**src/rtl/multicycle_control.sv**
```systemverilog
// rtl/multicycle_control.sv - main control FSM of the 16-bit multicycle datapath (optional CTRL_ILLEGAL_TRAP_EN)
module multicycle_control #(
    parameter int MEM_TIMEOUT = 15
) (
    input  logic       clk,
    input  logic       reset_n,
    input  logic [3:0] opcode,
    input  logic       mem_ready,
    output logic       PCWrite,
    output logic       PCWriteCond,
    output logic       IorD,
    output logic       MemRead,
    output logic       MemWrite,
    output logic       IRWrite,
    output logic       MemtoReg,
    output logic       RegWrite,
    output logic       RegDst,
    output logic       ALUSrcA,
    output logic [1:0] ALUSrcB,
    output logic [1:0] ALUop,
    output logic [1:0] PCSource,
    output logic       mem_err,
    output logic       trap
);

    typedef enum logic [3:0] {
        IDLE     = 4'd0,
        FETCH    = 4'd1,
        DECODE   = 4'd2,
        MEM_ADDR = 4'd3,
        MEM_RD   = 4'd4,
        MEM_WB   = 4'd5,
        MEM_WR   = 4'd6,
        EXEC_R   = 4'd7,
        R_WB     = 4'd8,
        EXEC_I   = 4'd9,
        I_WB     = 4'd10,
        BRANCH   = 4'd11,
        JUMP     = 4'd12,
        TRAP     = 4'd13
    } state_t;

    localparam logic [3:0] OP_RTYPE = 4'd0;
    localparam logic [3:0] OP_ADDI  = 4'd1;
    localparam logic [3:0] OP_ORI   = 4'd2;
    localparam logic [3:0] OP_LW    = 4'd3;
    localparam logic [3:0] OP_SW    = 4'd4;
    localparam logic [3:0] OP_BEQ   = 4'd5;
    localparam logic [3:0] OP_J     = 4'd6;

    localparam logic [1:0] SRCB_REGB  = 2'd0;
    localparam logic [1:0] SRCB_ONE   = 2'd1;
    localparam logic [1:0] SRCB_IMM   = 2'd2;
    localparam logic [1:0] SRCB_IMMSH = 2'd3;

    localparam logic [1:0] ALU_ADD  = 2'd0;
    localparam logic [1:0] ALU_SUB  = 2'd1;
    localparam logic [1:0] ALU_FUNC = 2'd2;
    localparam logic [1:0] ALU_OR   = 2'd3;

    localparam logic [1:0] PCSRC_ALU    = 2'd0;
    localparam logic [1:0] PCSRC_ALUOUT = 2'd1;
    localparam logic [1:0] PCSRC_JUMP   = 2'd2;

    // Last count value before an unanswered access is abandoned
    localparam logic [7:0] TMO_LAST = 8'(MEM_TIMEOUT - 1);

    state_t     state;
    state_t     state_next;
    logic [7:0] tmo_cnt;
    logic       mem_state;
    logic       mem_wait;
    logic       tmo_hit;
    logic       ori_sel;
    logic       store_sel;

    // Memory-access states wait on mem_ready; a stall at the last count aborts
    always_comb begin
        mem_state = (state == FETCH) || (state == MEM_RD) || (state == MEM_WR);
        mem_wait  = mem_state && !mem_ready;
        tmo_hit   = mem_wait && (tmo_cnt == TMO_LAST);
    end

    // State register
    always_ff @(posedge clk) begin
        if (!reset_n) begin
            state <= IDLE;
        end else begin
            state <= state_next;
        end
    end

    // Opcode is only looked at in DECODE; remember what later states need from it
    always_ff @(posedge clk) begin
        if (!reset_n) begin
            ori_sel   <= 1'b0;
            store_sel <= 1'b0;
        end else if (state == DECODE) begin
            ori_sel   <= (opcode == OP_ORI);
            store_sel <= (opcode == OP_SW);
        end
    end

    // Consecutive wait-cycle counter; any state change or abort restarts it
    always_ff @(posedge clk) begin
        if (!reset_n) begin
            tmo_cnt <= 8'd0;
        end else if (mem_wait && !tmo_hit) begin
            tmo_cnt <= tmo_cnt + 8'd1;
        end else begin
            tmo_cnt <= 8'd0;
        end
    end

    // Timeout is reported one cycle after the abort decision
    always_ff @(posedge clk) begin
        if (!reset_n) begin
            mem_err <= 1'b0;
        end else begin
            mem_err <= tmo_hit;
        end
    end

    // Next-state decode
    always_comb begin
        state_next = state;
        case (state)
            IDLE: state_next = FETCH;
            FETCH: begin
                if (mem_ready) begin
                    state_next = DECODE;
                end else if (tmo_hit) begin
                    state_next = FETCH;
                end
            end
            DECODE: begin
                case (opcode)
                    OP_RTYPE:       state_next = EXEC_R;
                    OP_ADDI,
                    OP_ORI:         state_next = EXEC_I;
                    OP_LW,
                    OP_SW:          state_next = MEM_ADDR;
                    OP_BEQ:         state_next = BRANCH;
                    OP_J:           state_next = JUMP;
`ifdef CTRL_ILLEGAL_TRAP_EN
                    default:        state_next = TRAP;
`else
                    default:        state_next = FETCH;
`endif
                endcase
            end
            MEM_ADDR: state_next = store_sel ? MEM_WR : MEM_RD;
            MEM_RD: begin
                if (mem_ready) begin
                    state_next = MEM_WB;
                end else if (tmo_hit) begin
                    state_next = FETCH;
                end
            end
            MEM_WB: state_next = FETCH;
            MEM_WR: begin
                if (mem_ready || tmo_hit) begin
                    state_next = FETCH;
                end
            end
            EXEC_R: state_next = R_WB;
            R_WB:   state_next = FETCH;
            EXEC_I: state_next = I_WB;
            I_WB:   state_next = FETCH;
            BRANCH: state_next = FETCH;
            JUMP:   state_next = FETCH;
            TRAP:   state_next = TRAP;
            default: state_next = IDLE;
        endcase
    end

    // Moore control decode; FETCH qualifies its register writes with mem_ready
    always_comb begin
        PCWrite     = 1'b0;
        PCWriteCond = 1'b0;
        IorD        = 1'b0;
        MemRead     = 1'b0;
        MemWrite    = 1'b0;
        IRWrite     = 1'b0;
        MemtoReg    = 1'b0;
        RegWrite    = 1'b0;
        RegDst      = 1'b0;
        ALUSrcA     = 1'b0;
        ALUSrcB     = SRCB_REGB;
        ALUop       = ALU_ADD;
        PCSource    = PCSRC_ALU;
`ifdef CTRL_ILLEGAL_TRAP_EN
        trap        = 1'b0;
`endif
        case (state)
            FETCH: begin
                MemRead  = 1'b1;
                ALUSrcB  = SRCB_ONE;
                IRWrite  = mem_ready;
                PCWrite  = mem_ready;
            end
            DECODE: begin
                ALUSrcB  = SRCB_IMMSH;
            end
            MEM_ADDR: begin
                ALUSrcA  = 1'b1;
                ALUSrcB  = SRCB_IMM;
            end
            MEM_RD: begin
                MemRead  = 1'b1;
                IorD     = 1'b1;
            end
            MEM_WB: begin
                RegWrite = 1'b1;
                MemtoReg = 1'b1;
            end
            MEM_WR: begin
                MemWrite = 1'b1;
                IorD     = 1'b1;
            end
            EXEC_R: begin
                ALUSrcA  = 1'b1;
                ALUop    = ALU_FUNC;
            end
            R_WB: begin
                RegDst   = 1'b1;
                RegWrite = 1'b1;
            end
            EXEC_I: begin
                ALUSrcA  = 1'b1;
                ALUSrcB  = SRCB_IMM;
                ALUop    = ori_sel ? ALU_OR : ALU_ADD;
            end
            I_WB: begin
                RegWrite = 1'b1;
            end
            BRANCH: begin
                ALUSrcA     = 1'b1;
                ALUop       = ALU_SUB;
                PCWriteCond = 1'b1;
                PCSource    = PCSRC_ALUOUT;
            end
            JUMP: begin
                PCWrite  = 1'b1;
                PCSource = PCSRC_JUMP;
            end
`ifdef CTRL_ILLEGAL_TRAP_EN
            TRAP: begin
                trap     = 1'b1;
            end
`endif
            default: begin
            end
        endcase
    end

`ifndef CTRL_ILLEGAL_TRAP_EN
    assign trap = 1'b0;
`endif

endmodule
```
**config.mk**
```make
export PLATFORM = sky130hd
export DESIGN_NAME = multicycle_control
export DESIGN_NICKNAME = d
export VERILOG_FILES = /design/src/rtl/multicycle_control.sv
export SDC_FILE = /design/constraint.sdc
export NUM_CORES = 1
export LEC_CHECK = 0
export CAP_MARGIN = 20
export CORE_AREA = 2 2 48 50
export DETAILED_ROUTE_END_ITERATION = 8
export DIE_AREA = 0 0 50 52
export PLACE_DENSITY = 0.88
export REMOVE_ABC_BUFFERS = 1
export SETUP_SLACK_MARGIN = 0.2
export SLEW_MARGIN = 25
export SYNTH_ARGS = -nofsm -noshare
export SYNTH_HDL_FRONTEND = slang
export SYNTH_SLANG_ARGS = --single-unit
export TNS_END_PERCENT = 5
```
**constraint.sdc**
```tcl
create_clock -name clk -period 2.3 [get_ports clk]
set_input_delay 0.69 -clock clk [delete_from_list [all_inputs] [get_ports clk]]
set_output_delay 0.69 -clock clk [all_outputs]
set_load 0.005 [all_outputs]
```
Word level (Yosys, flattened, before mapping)
Cells that the tools add are included.

Flip-flop bits (word level): 15. Latch bits: 0. RAM bits: 0. Bits in read-only memories: 0. Input bits: 7. Output and inout bits: 18. Memories kept: 0.

Add/sub/neg operators: 1. Multipliers: 0. Divide/modulo/power cells: 0. Order comparisons: 0. Eq/ne operators: 21. Shift operators: 0. Mux-type cells: 21. Bitwise gates (word level): 0. Reduce and logical (&&, ||, !) cells: 19.

Operator list (count): case mux 4 bit (9 select lines) (1); == test 4 x 3 -> 1 bit, second input constant (7); == test 4 bit, second input constant (6); case mux 4 bit (5 select lines) (1); == test 4 x 2 -> 1 bit, second input constant (4); two-way mux 4 bit (4); case mux 2 bit (3 select lines) (2); OR reduction 2 bit (5); two-way mux 1 bit (9); adder 8 x 1 -> 8 bit, second input constant (1); == test 4 x 1 -> 1 bit, second input constant (2); == test 8 x 4 -> 1 bit, second input constant (1); zero test 4 bit (2); OR reduction 6 bit (1); two-way mux 2 bit (2); case mux 2 bit (2 select lines) (1); OR reduction 4 bit (1); logical AND 1 bit (3); logical OR 1 bit (3); OR reduction 3 bit (1); zero test 1 bit (2); inequality test 2 x 1 -> 1 bit, second input constant (1); case mux 1 bit (2 select lines) (1); AND reduction 2 bit (1).

Logic depth before layout (Yosys ltp)
Depth after elaboration: 8. Gate-level depth with buffers: 6.

Worst setup path before layout
Ideal clock, no wire load.

Path type: input to output. From: input mem_ready. To: output PCWrite. Arrival time: 1.134 ns. Data required time: 1.610 ns. Setup slack: 0.476 ns. Cell stages on the path: 3. Path through: inv_1 -> nor3_1 -> or2_2.

Cells in the longest elaborated chain, start to end: 1.

RTL lines: start, declared (RTL line 8) `input logic mem_ready,`; case mux 1 bit (2 select lines) (RTL line 195) `case (state)`; end, declared (RTL line 9) `output logic PCWrite,`.

Every way passes these cells.

Final worst setup path
From: register state[1]. To: output MemRead.

Cells in the longest elaborated chain, start to end: 3.

RTL lines: start, declared (RTL line 68) `state_t state;`; start signal, assigned (RTL line 89) `state <= state_next;`; == test 4 x 1 -> 1 bit / == test 4 x 3 -> 1 bit (equally long branches) (RTL line 195); OR reduction 2 bit (no line) *; two-way mux 1 bit * (RTL line 195); end, declared (RTL line 12) `output logic MemRead,`.

Every way passes the cells marked *; elsewhere a longest branch is shown, timed or not.

==> results.toml <==
[status]
outcome = "completed"

[clock_network]
clock_sinks = 15
clkTransAtPathRegs_ns = 0.09
cts-buffers-inserted = 3
cts_root_buffer = "clkbuf_4"
cts_tree = "done"
cts_buffer_depth = 2
htreeDepth = 1
clk_latency_ns = 0.29

[synth]
synth_edf_count = 0
synth_flop_cell = "dfxtp_1"
synth_area_leader_cell = "dfxtp_1"
avgSynthCellArea_um2 = 7.836
ys_types = 41
synth.area.top_cells = "dfxtp_1 (29%), nor2_1 (6.8%), xnor2_1 (5.0%)"
netlist.area_leader.share_pct = 28.81
async_flop_share_pct = 0
ys_ff_latch = 15
syn_area_um2 = 1042
seq_area_frac_synth_pct = 28.81
yosysWarnings = 0
synth_cells = 133

[worst_setup_path]
slowest_stage = "dfxtp_4"
slowest_delay_ns = 0.38
end_kind = "output pin"
crit_family = "flip-flops"
path_buf_inv = 2
crit_type = "reg2out"
path_cells = "or2_4 -> buf_4 -> a21oi_1 -> clkdlybuf4s15_1"
path_max_fanout = 5
required_ns = 1.61
arrival_ns = 1.40
critPathLaunchType = "flop"

[timing]
fmax_ghz = 0.4780
finClkSkew_ns = 0.008039
rsz0062_at_grt = "true"
slew_violations = 0
finalHoldViolCount = 0
setup_viol = 0
post-route-min-period_ns = 2.092
hold-worst-slack_ns = 0.4592
period_share_pct = 90.97
fin_ws_ns = 0.2078

[global_routing]
grt_pass1_vias = 1235
gr-usage-met1_pct = 22.74
grt_start_max_net_pins = 11
antenna_found_initial = 0
grt_usage_pct = 25.60
busiest_layer = "met2"
grt_pass1_wl_mm = 5.064
overflow = 0
globalRouteMet2Util_pct = 48.68
grt_use_met3_pct = 7.184

[die]
rows = 17
io_pins = 25
die_h_um = 52
die_area_um2 = 2600
die_w_um = 50
initial_core_util_pct = 49.49
fp.coreArea_um2 = 2106

[worst_hold_path]
hold_class = "reg2reg"

[pwr]
leakage_uw = 0.0006687
power_density_nw_per_um2 = 399.1
power_uw = 591.3
vdd_ir_drop_max_mv = 0.3503

[placement]
placement.io_buffers = 23
gp_congestion = 0.8710
dpl.cell_count = 192
pre_cts_slack_ns = -0.4939
hpwl_mm = 2.107

[finish]
diodes = 0
final_nets = 184
area_delta_synth_final_pct = 42.14
final_layout_size_suffix_gt1_share_pct = 28.16
nFillCells = 155
final_cells = 202

[route]
firstDrtPassIters = 4
ant_nets = 0
drc = 0
drt_iter0_markers = 25
vias_per_cell = 5.817
routed_wl_mm = 2.996
wire_per_inst_um = 14.83
vias = 1175

[run]
maxCapViolCount = 0
-- cell usage after synthesis (3+ instances only) --
master    count
a21oi_1       5
inv_1         5
nand3_1       3
nand4_1       3
buf_2         5
o21ai_0       3
nand2_1      13
nor3_1        6
nand2b_1      3
xor2_1        5
nor2_1       19
and3_1        4
nor2b_1       6
xnor2_1       6
dfxtp_1      15
-- registers in the layout, summed over array words and instances, names as in the netlist --
signal / cells
tmo_cnt: 8
ori_sel: 1
state: 4
mem_err: 1
store_sel: 1
-- worst register-to-register path, cell delays in order, from the launching register on --
cell,delay [ns]
dfxtp_4,0.40
buf_4,0.16
or3_1,0.36
o21ai_0,0.17
nand2_1,0.08
a221oi_1,0.29
-- cell type report --
class	count	area, um^2	share of cell area [%]
multi-input combinational	105	714.4	48.23
timing repair buffer	45	370.4	25.00
sequential	15	315.3	21.28
tap	28	35.03	2.365
clock buffer	3	22.52	1.520
inverter	5	18.77	1.267
clock inverter	1	5.005	0.3378
-- worst paths after layout --
check | start | end | slack (ns) | cells past startpoint
max reg2reg | state[2]$_SDFFE_PN0P_ | state[3]$_SDFFE_PN0P_ | 0.73 | 5
min reg2reg | store_sel$_SDFFE_PN0P_ | store_sel$_SDFFE_PN0P_ | 0.46 | 2
min | store_sel$_SDFFE_PN0P_ | store_sel$_SDFFE_PN0P_ | 0.46 | 2
max | state[1]$_SDFFE_PN0P_ | MemRead | 0.21 | 4
-- per-layer routing --
| metal | vias to the layer above | wire length, um | share of wire, % |
|---|---|---|---|
| met5 | - | 0 | 0 |
| met4 | 0 | 206 | 6.9 |
| met3 | 23 | 208 | 6.9 |
| met2 | 63 | 1502 | 50 |
| met1 | 545 | 1079 | 36 |
| li1 | 544 | - | - |
-- kinds of logic (layout without fill, tap and decap cells) --
logic type               Yosys count  count (layout)  synth area share, %
other                              1               1               0.3598
adder cells (fa/ha/maj)            2               2                2.401
AND/OR/NAND/NOR                   68              68                36.26
XOR/XNOR                          11              11                9.243
buffers and inverters             13              54                6.722
AO/OA/AOI/OAI                     23              23                16.21
flip-flops                        15              15                28.81
-- what timing repair did --
action,4_1_cts,5_1_grt
endpoints found under the setup margin,16,11
resized for setup,43,3
pin swaps,4,1
hold buffers,0,0
buffers inserted,4,2
-- report_power, final --
part / internal, uW / switching, uW
sequential: 264 / 10.7
clock: 64.8 / 89.9
combinational: 83.8 / 78.5
-- cell usage in the layout (no fill, tap or decap), types with 2 or more instances in the layout --
master,instances
dfxtp_4,4
nand2b_1,2
clkbuf_4,3
nand4_1,3
a21o_1,2
inv_1,4
buf_4,22
nand3_1,3
nand2_1,13
a221oi_1,2
nor2b_4,2
xor2_1,5
or2_4,2
and3_1,4
a31oi_1,2
clkdlybuf4s50_1,6
nand4b_1,2
nor2b_1,3
nand2b_4,2
dfxtp_1,11
nor3_1,5
ha_1,2
clkdlybuf4s15_1,3
nor2_1,18
xnor2_1,6
dlygate4sd2_1,12
a21oi_1,5
o21ai_0,3
-- metrics by stage --
step / util, % / area [um^2] / TNS, ns
after global routing: 70.35 / 1481 / 0
after floorplan: - / 991.0 / 0
after CTS: 69.70 / 1468 / 0
after detailed placement: 65.36 / 1376 / -0.9074
final: 70.35 / 1481 / 0
after global placement: 65.36 / 1376 / -0.8436
Note: power is estimated with default switching activity, not from simulation.
